## config.mk

```make
export PLATFORM = sky130hd
export DESIGN_NAME = pnr_discriminator
export DESIGN_NICKNAME = d
export VERILOG_FILES = /design/src/rtl/pnr_discriminator_pkg.sv /design/src/rtl/pnr_discriminator_if.sv /design/src/rtl/pnr_discriminator_channel.sv /design/src/rtl/pnr_discriminator.sv
export SDC_FILE = /design/constraint.sdc
export NUM_CORES = 1
export LEC_CHECK = 0
export CORE_MARGIN = 1.5
export CORE_UTILIZATION = 41
export CTS_CLUSTER_DIAMETER = 120
export DETAILED_ROUTE_END_ITERATION = 16
export PLACE_DENSITY = 0.67
export SLEW_MARGIN = 20
export SYNTH_ARGS = -nofsm -noshare
export SYNTH_HDL_FRONTEND = slang
export SYNTH_SLANG_ARGS = --single-unit
```

## constraint.sdc

```tcl
create_clock -name ADC_CLK -period 6.89 [get_ports ADC_CLK]
set_input_delay 1.7225 -clock ADC_CLK [delete_from_list [all_inputs] [get_ports ADC_CLK]]
set_output_delay 1.7225 -clock ADC_CLK [all_outputs]
set_load 0.01 [all_outputs]
```

## src/rtl/pnr_discriminator_pkg.sv

```systemverilog
// Shared types and helpers for the photon-number-resolving discriminator.
// Functions work at MAX_W so any ADC/level width up to 32 can reuse them.
package pnr_pkg;

  localparam int MAX_W = 32;

  typedef enum logic [1:0] {
    IDLE,
    PEAK,
    HOLD
  } state_t;

  // Negation that maps the most negative w-bit value to the most positive one.
  function automatic logic signed [MAX_W-1:0] sat_neg(
    input logic signed [MAX_W-1:0] x,
    input int                      w
  );
    logic signed [MAX_W-1:0] lo;
    lo = -(32'sd1 <<< (w - 1));
    if (x == lo) sat_neg = ~lo;
    else         sat_neg = -x;
  endfunction

  function automatic logic [7:0] popcount(
    input logic [MAX_W-1:0] v
  );
    logic [7:0] n;
    n = '0;
    for (int i = 0; i < MAX_W; i++)
      n = n + 8'(v[i]);
    return n;
  endfunction

endpackage

```

## src/rtl/pnr_discriminator_if.sv

```systemverilog
// Per-channel event bundle: strobe, held photon code, overflow flag, counter.
// The channel drives it through master; consumers read it through slave.
interface pnr_discriminator_if #(
  parameter int CODE_W = 3,
  parameter int CNT_W  = 32
);

  logic              valid;
  logic [CODE_W-1:0] code;
  logic              ovf;
  logic [CNT_W-1:0]  cnt;

  modport master (
    output valid,
    output code,
    output ovf,
    output cnt
  );

  modport slave (
    input valid,
    input code,
    input ovf,
    input cnt
  );

endinterface

```

## src/rtl/pnr_discriminator_channel.sv

```systemverilog
// One PNR channel: conditioning stage, pulse FSM, peak tracker,
// threshold-ladder quantiser and event counter.
module pnr_channel
  import pnr_pkg::*;
#(
  parameter int ADC_W  = 14,
  parameter int N_LEV  = 7,
  parameter int CODE_W = 3,
  parameter int WID_W  = 10,
  parameter int CNT_W  = 32
) (
  input  logic                   i_clk,
  input  logic                   i_rst_n,
  input  logic                   i_en,
  input  logic                   i_invert,
  input  logic [ADC_W-1:0]       i_data,
  input  logic [ADC_W-1:0]       i_thr_trig,
  input  logic [N_LEV*ADC_W-1:0] i_thr_lev,
  input  logic [WID_W-1:0]       i_max_width,
  input  logic [WID_W-1:0]       i_holdoff,
  input  logic                   i_cnt_clr,
  output logic                   o_emit,
  pnr_discriminator_if.master    o_ev
);

  localparam logic signed [ADC_W-1:0] PEAK_MIN =
    {1'b1, {(ADC_W-1){1'b0}}};
  localparam logic [WID_W-1:0] W_ONE = WID_W'(1);
  localparam logic [WID_W:0]   H_ONE = (WID_W+1)'(1);
  localparam logic [CNT_W-1:0] C_ONE = CNT_W'(1);

  logic signed [ADC_W-1:0] w_x;
  logic signed [ADC_W-1:0] w_s;
  logic signed [ADC_W-1:0] w_thr;
  logic                    w_above;

  logic signed [ADC_W-1:0] r_s;
  logic                    r_above;
  logic                    r_above_d;

  state_t                  r_state;
  state_t                  w_nxt;
  logic                    w_trig;
  logic                    w_exit;
  logic                    w_wlim;
  logic [WID_W:0]          w_hnext;
  logic [MAX_W-1:0]        w_gt;

  logic signed [ADC_W-1:0] r_peak;
  logic [WID_W-1:0]        r_width;
  logic [WID_W-1:0]        r_hcnt;
  logic                    r_emit;
  logic                    r_ovf_p;

  logic                    r_valid;
  logic [CODE_W-1:0]       r_code;
  logic                    r_ovf;
  logic [CNT_W-1:0]        r_cnt;

  assign w_x   = $signed(i_data);
  assign w_thr = $signed(i_thr_trig);
  assign w_s   = i_invert
               ? ADC_W'(sat_neg(MAX_W'(w_x), ADC_W))
               : w_x;
  assign w_above = w_s > w_thr;

  always_ff @(posedge i_clk) begin
    if (!i_rst_n) begin
      r_s       <= '0;
      r_above   <= 1'b0;
      r_above_d <= 1'b0;
    end else begin
      r_s       <= w_s;
      r_above   <= w_above;
      r_above_d <= r_above;
    end
  end

  always_ff @(posedge i_clk) begin
    if (!i_rst_n) r_state <= IDLE;
    else          r_state <= w_nxt;
  end

  assign w_hnext = {1'b0, r_hcnt} + H_ONE;

  always_comb begin
    w_nxt  = r_state;
    w_trig = 1'b0;
    w_exit = 1'b0;
    w_wlim = (i_max_width != '0) &&
             (r_width == i_max_width);
    unique case (r_state)
      IDLE: begin
        if (r_above && !r_above_d) begin
          w_trig = 1'b1;
          w_nxt  = PEAK;
        end
      end
      PEAK: begin
        if (!r_above || w_wlim) begin
          w_exit = 1'b1;
          w_nxt  = (i_holdoff == '0) ? IDLE : HOLD;
        end
      end
      HOLD: begin
        if (w_hnext >= {1'b0, i_holdoff})
          w_nxt = IDLE;
      end
      default: w_nxt = IDLE;
    endcase
    if (!i_en) begin
      w_nxt  = IDLE;
      w_trig = 1'b0;
      w_exit = 1'b0;
    end
  end

  always_ff @(posedge i_clk) begin
    if (!i_rst_n) begin
      r_peak  <= PEAK_MIN;
      r_width <= '0;
      r_hcnt  <= '0;
      r_emit  <= 1'b0;
      r_ovf_p <= 1'b0;
    end else begin
      r_emit  <= w_exit;
      // still above threshold at exit means the width limit cut it off
      r_ovf_p <= w_exit && r_above;
      if (w_trig) begin
        r_peak  <= r_s;
        r_width <= W_ONE;
      end else if (r_state == PEAK && !w_exit && i_en) begin
        if (r_s > r_peak) r_peak <= r_s;
        if (r_width != '1) r_width <= r_width + W_ONE;
      end
      if (w_exit)                r_hcnt <= '0;
      else if (r_state == HOLD)  r_hcnt <= w_hnext[WID_W-1:0];
    end
  end

  always_comb begin
    w_gt = '0;
    for (int i = 0; i < N_LEV; i++)
      w_gt[i] = r_peak > $signed(i_thr_lev[i*ADC_W +: ADC_W]);
  end

  always_ff @(posedge i_clk) begin
    if (!i_rst_n) begin
      r_valid <= 1'b0;
      r_code  <= '0;
      r_ovf   <= 1'b0;
      r_cnt   <= '0;
    end else begin
      r_valid <= r_emit;
      if (r_emit) begin
        r_code <= CODE_W'(popcount(w_gt));
        r_ovf  <= r_ovf_p;
      end
      if (i_cnt_clr)   r_cnt <= '0;
      else if (r_emit) r_cnt <= r_cnt + C_ONE;
    end
  end

  assign o_emit        = r_emit;
  assign o_ev.valid    = r_valid;
  assign o_ev.code     = r_code;
  assign o_ev.ovf      = r_ovf;
  assign o_ev.cnt      = r_cnt;

endmodule

```

## src/rtl/pnr_discriminator.sv

```systemverilog
// Multi-channel PNR discriminator: N_CH independent channels plus a
// coincidence strobe aligned with the per-channel pnr_valid outputs.
module pnr_discriminator
  import pnr_pkg::*;
#(
  parameter int N_CH   = 2,
  parameter int ADC_W  = 14,
  parameter int N_LEV  = 7,
  parameter int CODE_W = 3,
  parameter int WID_W  = 10,
  parameter int CNT_W  = 32
) (
  input  logic                        ADC_CLK,
  input  logic                        ADC_RSTN,
  input  logic [N_CH*ADC_W-1:0]       ADC_DATA,
  input  logic                        en,
  input  logic [N_CH-1:0]             invert,
  input  logic [N_CH*ADC_W-1:0]       thr_trig,
  input  logic [N_CH*N_LEV*ADC_W-1:0] thr_lev,
  input  logic [WID_W-1:0]            max_width,
  input  logic [WID_W-1:0]            holdoff,
  input  logic                        cnt_clr,
  output logic [N_CH-1:0]             pnr_valid,
  output logic [N_CH*CODE_W-1:0]      pnr_code,
  output logic [N_CH-1:0]             pnr_ovf,
  output logic                        coinc,
  output logic [N_CH*CNT_W-1:0]       evt_cnt
);

  logic [N_CH-1:0] w_emit;
  logic            r_coinc;

  for (genvar c = 0; c < N_CH; c++) begin : g_ch
    pnr_discriminator_if #(
      .CODE_W (CODE_W),
      .CNT_W  (CNT_W)
    ) u_if ();

    pnr_channel #(
      .ADC_W  (ADC_W),
      .N_LEV  (N_LEV),
      .CODE_W (CODE_W),
      .WID_W  (WID_W),
      .CNT_W  (CNT_W)
    ) u_ch (
      .i_clk       (ADC_CLK),
      .i_rst_n     (ADC_RSTN),
      .i_en        (en),
      .i_invert    (invert[c]),
      .i_data      (ADC_DATA[c*ADC_W +: ADC_W]),
      .i_thr_trig  (thr_trig[c*ADC_W +: ADC_W]),
      .i_thr_lev   (thr_lev[c*N_LEV*ADC_W +: N_LEV*ADC_W]),
      .i_max_width (max_width),
      .i_holdoff   (holdoff),
      .i_cnt_clr   (cnt_clr),
      .o_emit      (w_emit[c]),
      .o_ev        (u_if)
    );

    assign pnr_valid[c]                 = u_if.valid;
    assign pnr_code[c*CODE_W +: CODE_W] = u_if.code;
    assign pnr_ovf[c]                   = u_if.ovf;
    assign evt_cnt[c*CNT_W +: CNT_W]    = u_if.cnt;
  end

  // built from the pre-strobe emit flags so it lands with pnr_valid
  always_ff @(posedge ADC_CLK) begin
    if (!ADC_RSTN) r_coinc <= 1'b0;
    else           r_coinc <= &w_emit;
  end

  assign coinc = r_coinc;

endmodule

```

==> results.md, run 1 <==
- Outcome: complete, no violations
- CTS sink count: between 150 and 200
- Clock Latency Late Sink: 0.44 ns
- Worst path max stage delay: roughly 0.54 ns
- FF/Latch Area: ~3700 sq um
- Tmin final: 5.797 ns
- I/O pin cnt: 353
- Port Buf Inserts: about 350
- Hold Startpoint: g_ch[1].u_ch.r_s[6]$_SDFF_PN0_
- Gates resized, CTS repair: 0
- Crit path cell chain: clkdlybuf4s50_1, inv_1, ha_1, nor2b_1, o21a_1, o21a_1, o21ai_0, a2111oi_0, nor4_1, a221oi_1, ha_1, inv_1, fa_1, inv_1, fa_1, ha_1, inv_1, fa_1, xnor2_1, mux2i_1, nor2b_1
- First-pass GRT wire length: 72.19 mm
- Max Cap Viol: 0
- Critical path's top delay family: adder cells
- Mapped Nets: around 2500
- RSZ-0062 raised after global routing: no
- WP data required: between 7 and 8 ns
- Nets: around 2900
- Die Y: around 200 um
- Post-CTS Setup Inserts: 0
- Routed wire length: 45.56 mm
- CP most frequent cell: inv_1
- Critical Path AT: around 6.2 ns
- Post-synth EDFFs: 0
- CP max stage cell: fa_1
- Crit Path Category: in2reg
- FILL cells: between 3000 and 4000
- Total GRT Usage: a little under a quarter
- Util after Layout: approximately 54%
- Reg2Reg Setup Slack: approximately 2.2 ns
- CTS Hold Bufs: 0
- GR Util met2: approximately two fifths
- Die width: between 150 and 200 um
- Share of cells above drive strength 1: between 2 and 2.5%
- Multi-input combinational cell area: between 10000 and 15000 sq um
- DRT iter0 DRCs: roughly 560
- Fin crit share: 84.13%
- Slew Viols, Final: 0
- Reg2Reg Depth: 19
- Cell Rows: 70
- Starting Density: 41.78%
- Worst setup margin: between 1 and 1.5 ns
- Hold path endpoint: g_ch[1].u_ch.r_peak[6]$_SDFFE_PN0P_
- Tightest Pin Transition: approximately 1.1 ns
- Global routing's busiest layer: met2
- Maximum fanout along the worst path: 2
- # H-tree levels: 4
- Leakage power: between 9 and 10 nW
- Antenna-violating nets left: 0
- Worst hold path depth: 2
- Total CTS buffers: 17
- Post-Syn Area: around 15000 sq um
- Endpoints failing setup: 0
- Syn_area_per_cell: 7.810 sq um
- First-pass DRT Iterations: 4
- Dpl hpwl: roughly 37 mm
- Vias per cell: 5.179
- FF-to-FF End: g_ch[1].u_ch.o_ev.code[2]$_SDFFE_PN0P_
- Setup TNS: 0 ns
- Clock skew: 0.01437 ns
- Met3 GRT Util: about 3.5%
- Peak VDD IR: ~0.19 mV
- Pre-CTS setup slack: ~0.67 ns
- Final Hold Vio Count: 0
- Clock transition at the registers of the reported paths: 0.08 ns
- Worst Path Buf+Inv: 5
- Async set-reset flop share out of synthesis: 0%
- Grt ovf: 0
- DRC: 0
- Antenna cells: 0
- PwrDens: around 140 nW/um^2
- Syn Inst Count: approximately 2000
- Core ar.: 36790 sq um
- Type of origin of the critical path: input pin
- Largest net degree at the start of global routing: 106
- Clock tree root buffer cell: clkbuf_16
- Clk buf depth: 2
- Crit Reg-Reg Startpoint: g_ch[1].u_ch.r_peak[1]$_SDFFE_PN0P_
- Initial antenna violation count: 1
- Area growth syn-to-layout: 29.62%
- Max Freq: between 150 and 200 MHz
- Distinct cells, synth: between 60 and 70
- Synth warn: 0
- Sequential fraction of the synthesis area: 23.84%
- #FFs+latches synth: roughly 180
- CTS tree: done
- Relative slew slack: 27.86%
- Vias: 14398
- Vias in the first global route: 14251
- Die ar.: slightly below 40000 sq um
- Wire length per cell: 16.39 um
- Global placement routability congestion: around 0.91
- M1 GR Usage: ~30%
- Worst hold path type: reg2reg
- Critical Path Sink Type: register
- Top FF cell, synth: dfxtp_1
-- layout by cell type, fill, tap and decap left out, types with 20 or more instances in the layout --
cell type | synthesis | layout
nor2b_1 | 42 | 42
ha_1 | 286 | 286
nand2_1 | 144 | 144
and2_1 | 36 | 36
nor4_1 | 30 | 30
clkdlybuf4s50_1 | 0 | 351
or3_1 | 20 | 20
dfxtp_1 | 183 | 183
xnor2_1 | 47 | 47
inv_1 | 292 | 292
nor3_1 | 33 | 33
nand4_1 | 73 | 73
nor2_1 | 178 | 178
nand3_1 | 77 | 77
o21a_1 | 30 | 30
a21o_1 | 34 | 34
xor2_1 | 76 | 76
a21oi_1 | 87 | 87
o21ai_0 | 104 | 104
-- synth_stat cells (all sizes together), types with 4 or more instances --
master / instances / share of area [%]
fa: 6 / 0.78
ha: 286 / 23
inv: 292 / 7.1
o21a: 30 / 1.5
o211ai: 9 / 0.44
or4: 5 / 0.24
o31ai: 5 / 0.24
a21oi: 87 / 2.8
nor3: 33 / 1.1
a211oi: 6 / 0.29
nor3b: 6 / 0.33
o21ai: 107 / 3.5
mux2i: 11 / 0.72
o41ai: 7 / 0.40
a31oi: 11 / 0.45
or3: 22 / 0.96
or3b: 4 / 0.23
and3: 8 / 0.33
nand2b: 16 / 0.65
nand3: 77 / 2.5
buf: 8 / 0.33
a21o: 34 / 1.7
clkbuf: 34 / 0.83
nand2: 144 / 3.5
xor2: 76 / 4.3
and2: 36 / 1.5
nor2b: 42 / 1.7
a2111oi: 8 / 0.46
nand4: 73 / 3.0
nor2: 178 / 4.3
dfxtp: 183 / 24
xnor2: 47 / 2.7
nor4: 30 / 1.2
and4: 6 / 0.34
-- per-stage QoR --
stage / hold WS (ns) / std cells / power [mW] / instance area [sq um]
global route: 0.4965 / 2780 / 3.043 / 19920
floorplan: 0.4360 / 1968 / 1.549 / 15370
global placement: 0.4531 / 2748 / 1.838 / 19320
CTS: 0.4658 / 2780 / 2.894 / 19920
detailed placement: 0.4554 / 2748 / 1.868 / 19320
finish: 0.4603 / 2780 / 2.864 / 19920
-- state kept, by name, summed over array words and instances, names as in the netlist --
name,cells
coinc,1
g_ch.u_ch.o_emit,2
g_ch.u_ch.o_ev.cnt,64
g_ch.u_ch.o_ev.code,6
g_ch.u_ch.o_ev.ovf,2
g_ch.u_ch.o_ev.valid,2
g_ch.u_ch.r_above,2
g_ch.u_ch.r_above_d,2
g_ch.u_ch.r_hcnt,20
g_ch.u_ch.r_ovf_p,2
g_ch.u_ch.r_peak,28
g_ch.u_ch.r_s,28
g_ch.u_ch.r_state,4
g_ch.u_ch.r_width,20
-- worst max-delay path by stage --
stage                 from                                      to  slack [ns]  depth (start not counted)
6_report       thr_lev[99]  g_ch[1].u_ch.o_ev.code[2]$_SDFFE_PN0P_        1.09                         21
5_1_grt        thr_lev[99]  g_ch[1].u_ch.o_ev.code[2]$_SDFFE_PN0P_        0.80                         21
2_1_floorplan  thr_lev[21]  g_ch[0].u_ch.o_ev.code[2]$_SDFFE_PN0P_        1.49                         19
3_5_place_dp   thr_lev[99]  g_ch[1].u_ch.o_ev.code[2]$_SDFFE_PN0P_        0.67                         21
4_1_cts        thr_lev[99]  g_ch[1].u_ch.o_ev.code[2]$_SDFFE_PN0P_        1.11                         21
3_3_place_gp   thr_lev[99]  g_ch[1].u_ch.o_ev.code[2]$_SDFFE_PN0P_        0.73                         21
-- worst reg2reg max path, stage by stage, from the launching register on --
cell and delay, ns:
dfxtp_1 0.60, ha_1 0.34, nor2b_1 0.14, o21a_1 0.16, o21a_1 0.16, o21ai_0 0.27
a2111oi_0 0.17, nor4_1 0.21, a221oi_1 0.12, ha_1 0.29, inv_1 0.05, fa_1 0.54
inv_1 0.07, fa_1 0.54, ha_1 0.14, inv_1 0.05, fa_1 0.37, xnor2_1 0.15
mux2i_1 0.09, nor2b_1 0.15
-- cells by family after synthesis --
family / share of synthesized area [%]
buffers and inverters: 8.287
xor gates and xnor gates: 7.009
adders and majority gates: 24.06
and+or+nand+nor: 22.53
DFF: 23.84
muxes: 0.7897
AOI/OAI and AO/OA: 13.48
-- power breakdown --
group	leakage, nW	switching [mW]	total [mW]	internal [mW]
clock network	0.292	0.464	1.02	0.556
logic	7.25	0.350	0.724	0.374
registers	1.48	0.0389	1.12	1.08
-- per-layer routing --
| layer | up-vias | part of all wire, % |
|---|---|---|
| met1 | 6555 | 46 |
| met5 | - | 0.026 |
| met3 | 69 | 4.8 |
| met4 | 2 | 2.8 |
| li1 | 7451 | - |
| met2 | 321 | 46 |
-- final cells by class --
type | instances | share of cell area (%)
clock buffer | 19 | 2.223
inverter | 292 | 5.501
clock inverter | 13 | 0.7913
timing repair buffer | 354 | 17.75
sequential | 183 | 18.39
multi-input combinational | 1451 | 52.41
tap | 468 | 2.939
(Power assumes the default switching activity.)
==> run 2, diff against run 1 <==
==> constraint.sdc (replaced) <==
create_clock -name ADC_CLK -period 6 [get_ports ADC_CLK]
set_input_delay 1.5 -clock ADC_CLK [delete_from_list [all_inputs] [get_ports ADC_CLK]]
set_output_delay 1.5 -clock ADC_CLK [all_outputs]
set_load 0.01 [all_outputs]
==> results.md, run 2 (synthesis results as in run 1) <==
- Clock tree root buffer cell: clkbuf_16 (unchanged)
- Relative slew slack: 32.15% (was 27.86%)
- PwrDens: 167.1 nW/um^2 (was 143.8 nW/um^2)
- Crit Reg-Reg Startpoint: g_ch[1].u_ch.r_peak[2]$_SDFFE_PN0P_ (was g_ch[1].u_ch.r_peak[1]$_SDFFE_PN0P_)
- Starting Density: 41.78% (unchanged)
- Maximum fanout along the worst path: 2 (unchanged)
- CTS sink count: 183 (unchanged)
- Type of origin of the critical path: input pin (unchanged)
- Slew Viols, Final: 0 (unchanged)
- Port Buf Inserts: 352 (unchanged)
- Antenna cells: 0 (unchanged)
- Most common cell after layout, fill and taps aside: clkdlybuf4s50_1 (unchanged)
- Area growth syn-to-layout: 30.29% (was 29.62%)
- Leakage power: 9.080 nW (was 9.021 nW)
- Gates resized, CTS repair: 0 (unchanged)
- Cell depth of the worst setup path: 21 (unchanged)
- Reg2Reg Setup Slack: 1.50 ns (was 2.23 ns)
- Inst Count DP: 2754 (was 2748)
- Nets: 2875 (was 2869)
- Clock transition at the registers of the reported paths: 0.07 ns (was 0.08 ns)
- Total CTS buffers: 17 (unchanged)
- Critical Path Sink Type: register (unchanged)
- Dpl hpwl: 37.26 mm (was 36.93 mm)
- Core ar.: 36790 sq um (unchanged)
- Max Cap Viol: 0 (unchanged)
- Worst path max stage delay: 0.57 ns (was 0.54 ns)
- Peak VDD IR: 0.2044 mV (was 0.1891 mV)
- Pre-CTS setup slack: -0.005353 ns (was 0.6696 ns)
- Clock skew: 0.01315 ns (was 0.01437 ns)
- Global placement routability congestion: 0.9323 (was 0.9095)
- Tmin final: between 5 and 6 ns
- DRT met1 WL: 20.90 mm (was 21.01 mm)
- FF-to-FF End: g_ch[1].u_ch.o_ev.code[2]$_SDFFE_PN0P_ (unchanged)
- Antenna-violating nets left: 0 (unchanged)
- Vias: 14549 (was 14398)
- Reg2Reg Depth: 18 (was 19)
- Total GRT Usage: 23.42% (was 23.27%)
- Outcome: complete, no violations (unchanged)
- Hold Startpoint: g_ch[1].u_ch.r_s[2]$_SDFF_PN0_ (was g_ch[1].u_ch.r_s[6]$_SDFF_PN0_)
- CTS tree: done (unchanged)
- Final cell count without fillers: 2786 (was 2780)
- WP data required: 6.33 ns (was 7.26 ns)
- Vias in the first global route: 14438 (was 14251)
- DRC: 0 (unchanged)
- Worst setup margin: 0.4233 ns (was 1.093 ns)
- Clk buf depth: 2 (unchanged)
- Initial antenna violation count: 0 (was 1)
- WHS: 0.4754 ns (was 0.4603 ns)
- I/O pin cnt: 353 (unchanged)
- Worst hold path type: reg2reg (unchanged)
- Cell Rows: 70 (unchanged)
- Highest routing layer actually used: met4 (was met5)
- Tightest Pin Transition: 1.017 ns (was 1.082 ns)
- Fin crit share: between 90% and 100%
- Share of cells above drive strength 1: 2.416% (was 2.163%)
- CP max stage cell: fa_1 (unchanged)
- Largest net degree at the start of global routing: 106 (unchanged)
- DRT iter0 DRCs: 634 (was 558)
- Critical Path AT: 5.90 ns (was 6.17 ns)
- Routed wire length: 45.40 mm (was 45.56 mm)
- Critical path's top delay family: adder cells (unchanged)
- Post-CTS Setup Inserts: 0 (unchanged)
- Grt ovf: 0 (unchanged)
- CP most frequent cell: inv_1 (unchanged)
- Final Hold Vio Count: 0 (unchanged)
- RSZ-0062 raised after global routing: no (unchanged)
- Die Y: 196.6 um (unchanged)
- Die width: 196.6 um (unchanged)
- Most frequent cells in the layout: clkdlybuf4s50_1, inv_1, ha_1, dfxtp_1, nor2_1 (unchanged)
- WL met2: 21.39 mm (was 21.06 mm)
- Crit path cell chain: clkdlybuf4s50_1, inv_1, ha_1, nor2b_1, o21a_1, o21a_1, o21ai_0, a2111oi_0, nor4_1, a221oi_1, ha_1, inv_1, fa_1, inv_1, fa_1, ha_1, inv_1, fa_1, xnor2_1, mux2i_1, nor2b_1 (unchanged)
- Hold path endpoint: g_ch[1].u_ch.r_peak[2]$_SDFFE_PN0P_ (was g_ch[1].u_ch.r_peak[6]$_SDFFE_PN0P_)
- CTS Hold Bufs: 0 (unchanged)
- Clock Latency Late Sink: 0.44 ns (about the same)
- Crit Path Category: in2reg (unchanged)
- Worst Path Buf+Inv: 5 (unchanged)
- First-pass DRT Iterations: 4 (unchanged)
- First-pass GRT wire length: 73.08 mm (was 72.19 mm)
- # H-tree levels: 4 (unchanged)
- Endpoints failing setup: 0 (unchanged)
- Wire length per cell: 16.30 um (was 16.39 um)
- Worst hold path depth: 2 (unchanged)
- Die ar.: 38660 sq um (unchanged)
- Max Freq: approximately 180 MHz
- Vias per cell: 5.222 (was 5.179)
- Largest register FFs: 64 (unchanged)
- Met3 Wirelength: 2.078 mm (was 2.190 mm)
-- run 2: cell count changes in the layout (fill, tap and decap cells not counted), sizes merged --
cell and delta:
buf +6, clkinvlp -1, clkbuf +1, inv -3, bufinv +2, clkinv +1
-- run 2: per-layer routing --
| layer | track usage [%] | vias up |
|---|---|---|
| met5 | 0 | - |
| met4 | 6.616 | 0 |
| met3 | 3.029 | 58 |
| met2 | 40.86 | 338 |
| met1 | 30.22 | 6690 |
| li1 | - | 7463 |
-- run 2: worst reg2reg max path, cell delays in order (launching register included) --
cell and delay (ns):
dfxtp_1 0.61, ha_1 0.34, o21a_1 0.11, o21a_1 0.15
o21ai_0 0.30, a2111oi_0 0.17, nor4_1 0.19, a221oi_1 0.11
ha_1 0.29, inv_1 0.05, fa_1 0.57, inv_1 0.07
fa_1 0.54, ha_1 0.14, inv_1 0.05, fa_1 0.38
xnor2_1 0.14, mux2i_1 0.13, nor2b_1 0.06
-- run 2: layout make-up --
| class | instances | area [sq um] |
|---|---|---|
| Multi-Input combinational cell | 1451 | 10450 |
| Inverter | 292 | 1096 |
| Sequential cell | 183 | 3664 |
| Timing Repair Buffer | 360 | 3581 |
| Tap cell | 468 | 585.6 |
| Fill cell | 3480 | 16760 |
| Clock inverter | 12 | 190.2 |
| Clock buffer | 20 | 456.7 |
-- run 2: power by group --
part	switching [mW]	total [mW]	internal, mW
sequential	0.0421	1.28	1.24
combinational	0.401	0.830	0.429
clock	0.504	1.23	0.729
-- run 2: worst max-delay path by stage --
stage,slack (ns),end,from
4_1_cts,0.45,g_ch[1].u_ch.o_ev.code[2]$_SDFFE_PN0P_,thr_lev[99]
2_1_floorplan,0.82,g_ch[0].u_ch.o_ev.code[2]$_SDFFE_PN0P_,thr_lev[21]
5_1_grt,0.21,g_ch[0].u_ch.o_ev.code[2]$_SDFFE_PN0P_,thr_lev[21]
6_report,0.42,g_ch[1].u_ch.o_ev.code[2]$_SDFFE_PN0P_,thr_lev[99]
3_5_place_dp,-0.005,g_ch[1].u_ch.o_ev.code[2]$_SDFFE_PN0P_,thr_lev[99]
3_3_place_gp,0.06,g_ch[1].u_ch.o_ev.code[2]$_SDFFE_PN0P_,thr_lev[99]
-- run 2: metrics by stage --
step / util (%) / setup TNS, ns / power (mW) / instance area (sq um)
after floorplan: - / 0 / 1.779 / 15370
after global placement: 52.65 / 0 / 2.113 / 19370
after detailed placement: 52.65 / -0.005353 / 2.140 / 19370
after CTS: 54.41 / 0 / 3.387 / 20010
after global routing: 54.44 / 0 / 3.557 / 20030
final: 54.44 / 0 / 3.347 / 20030
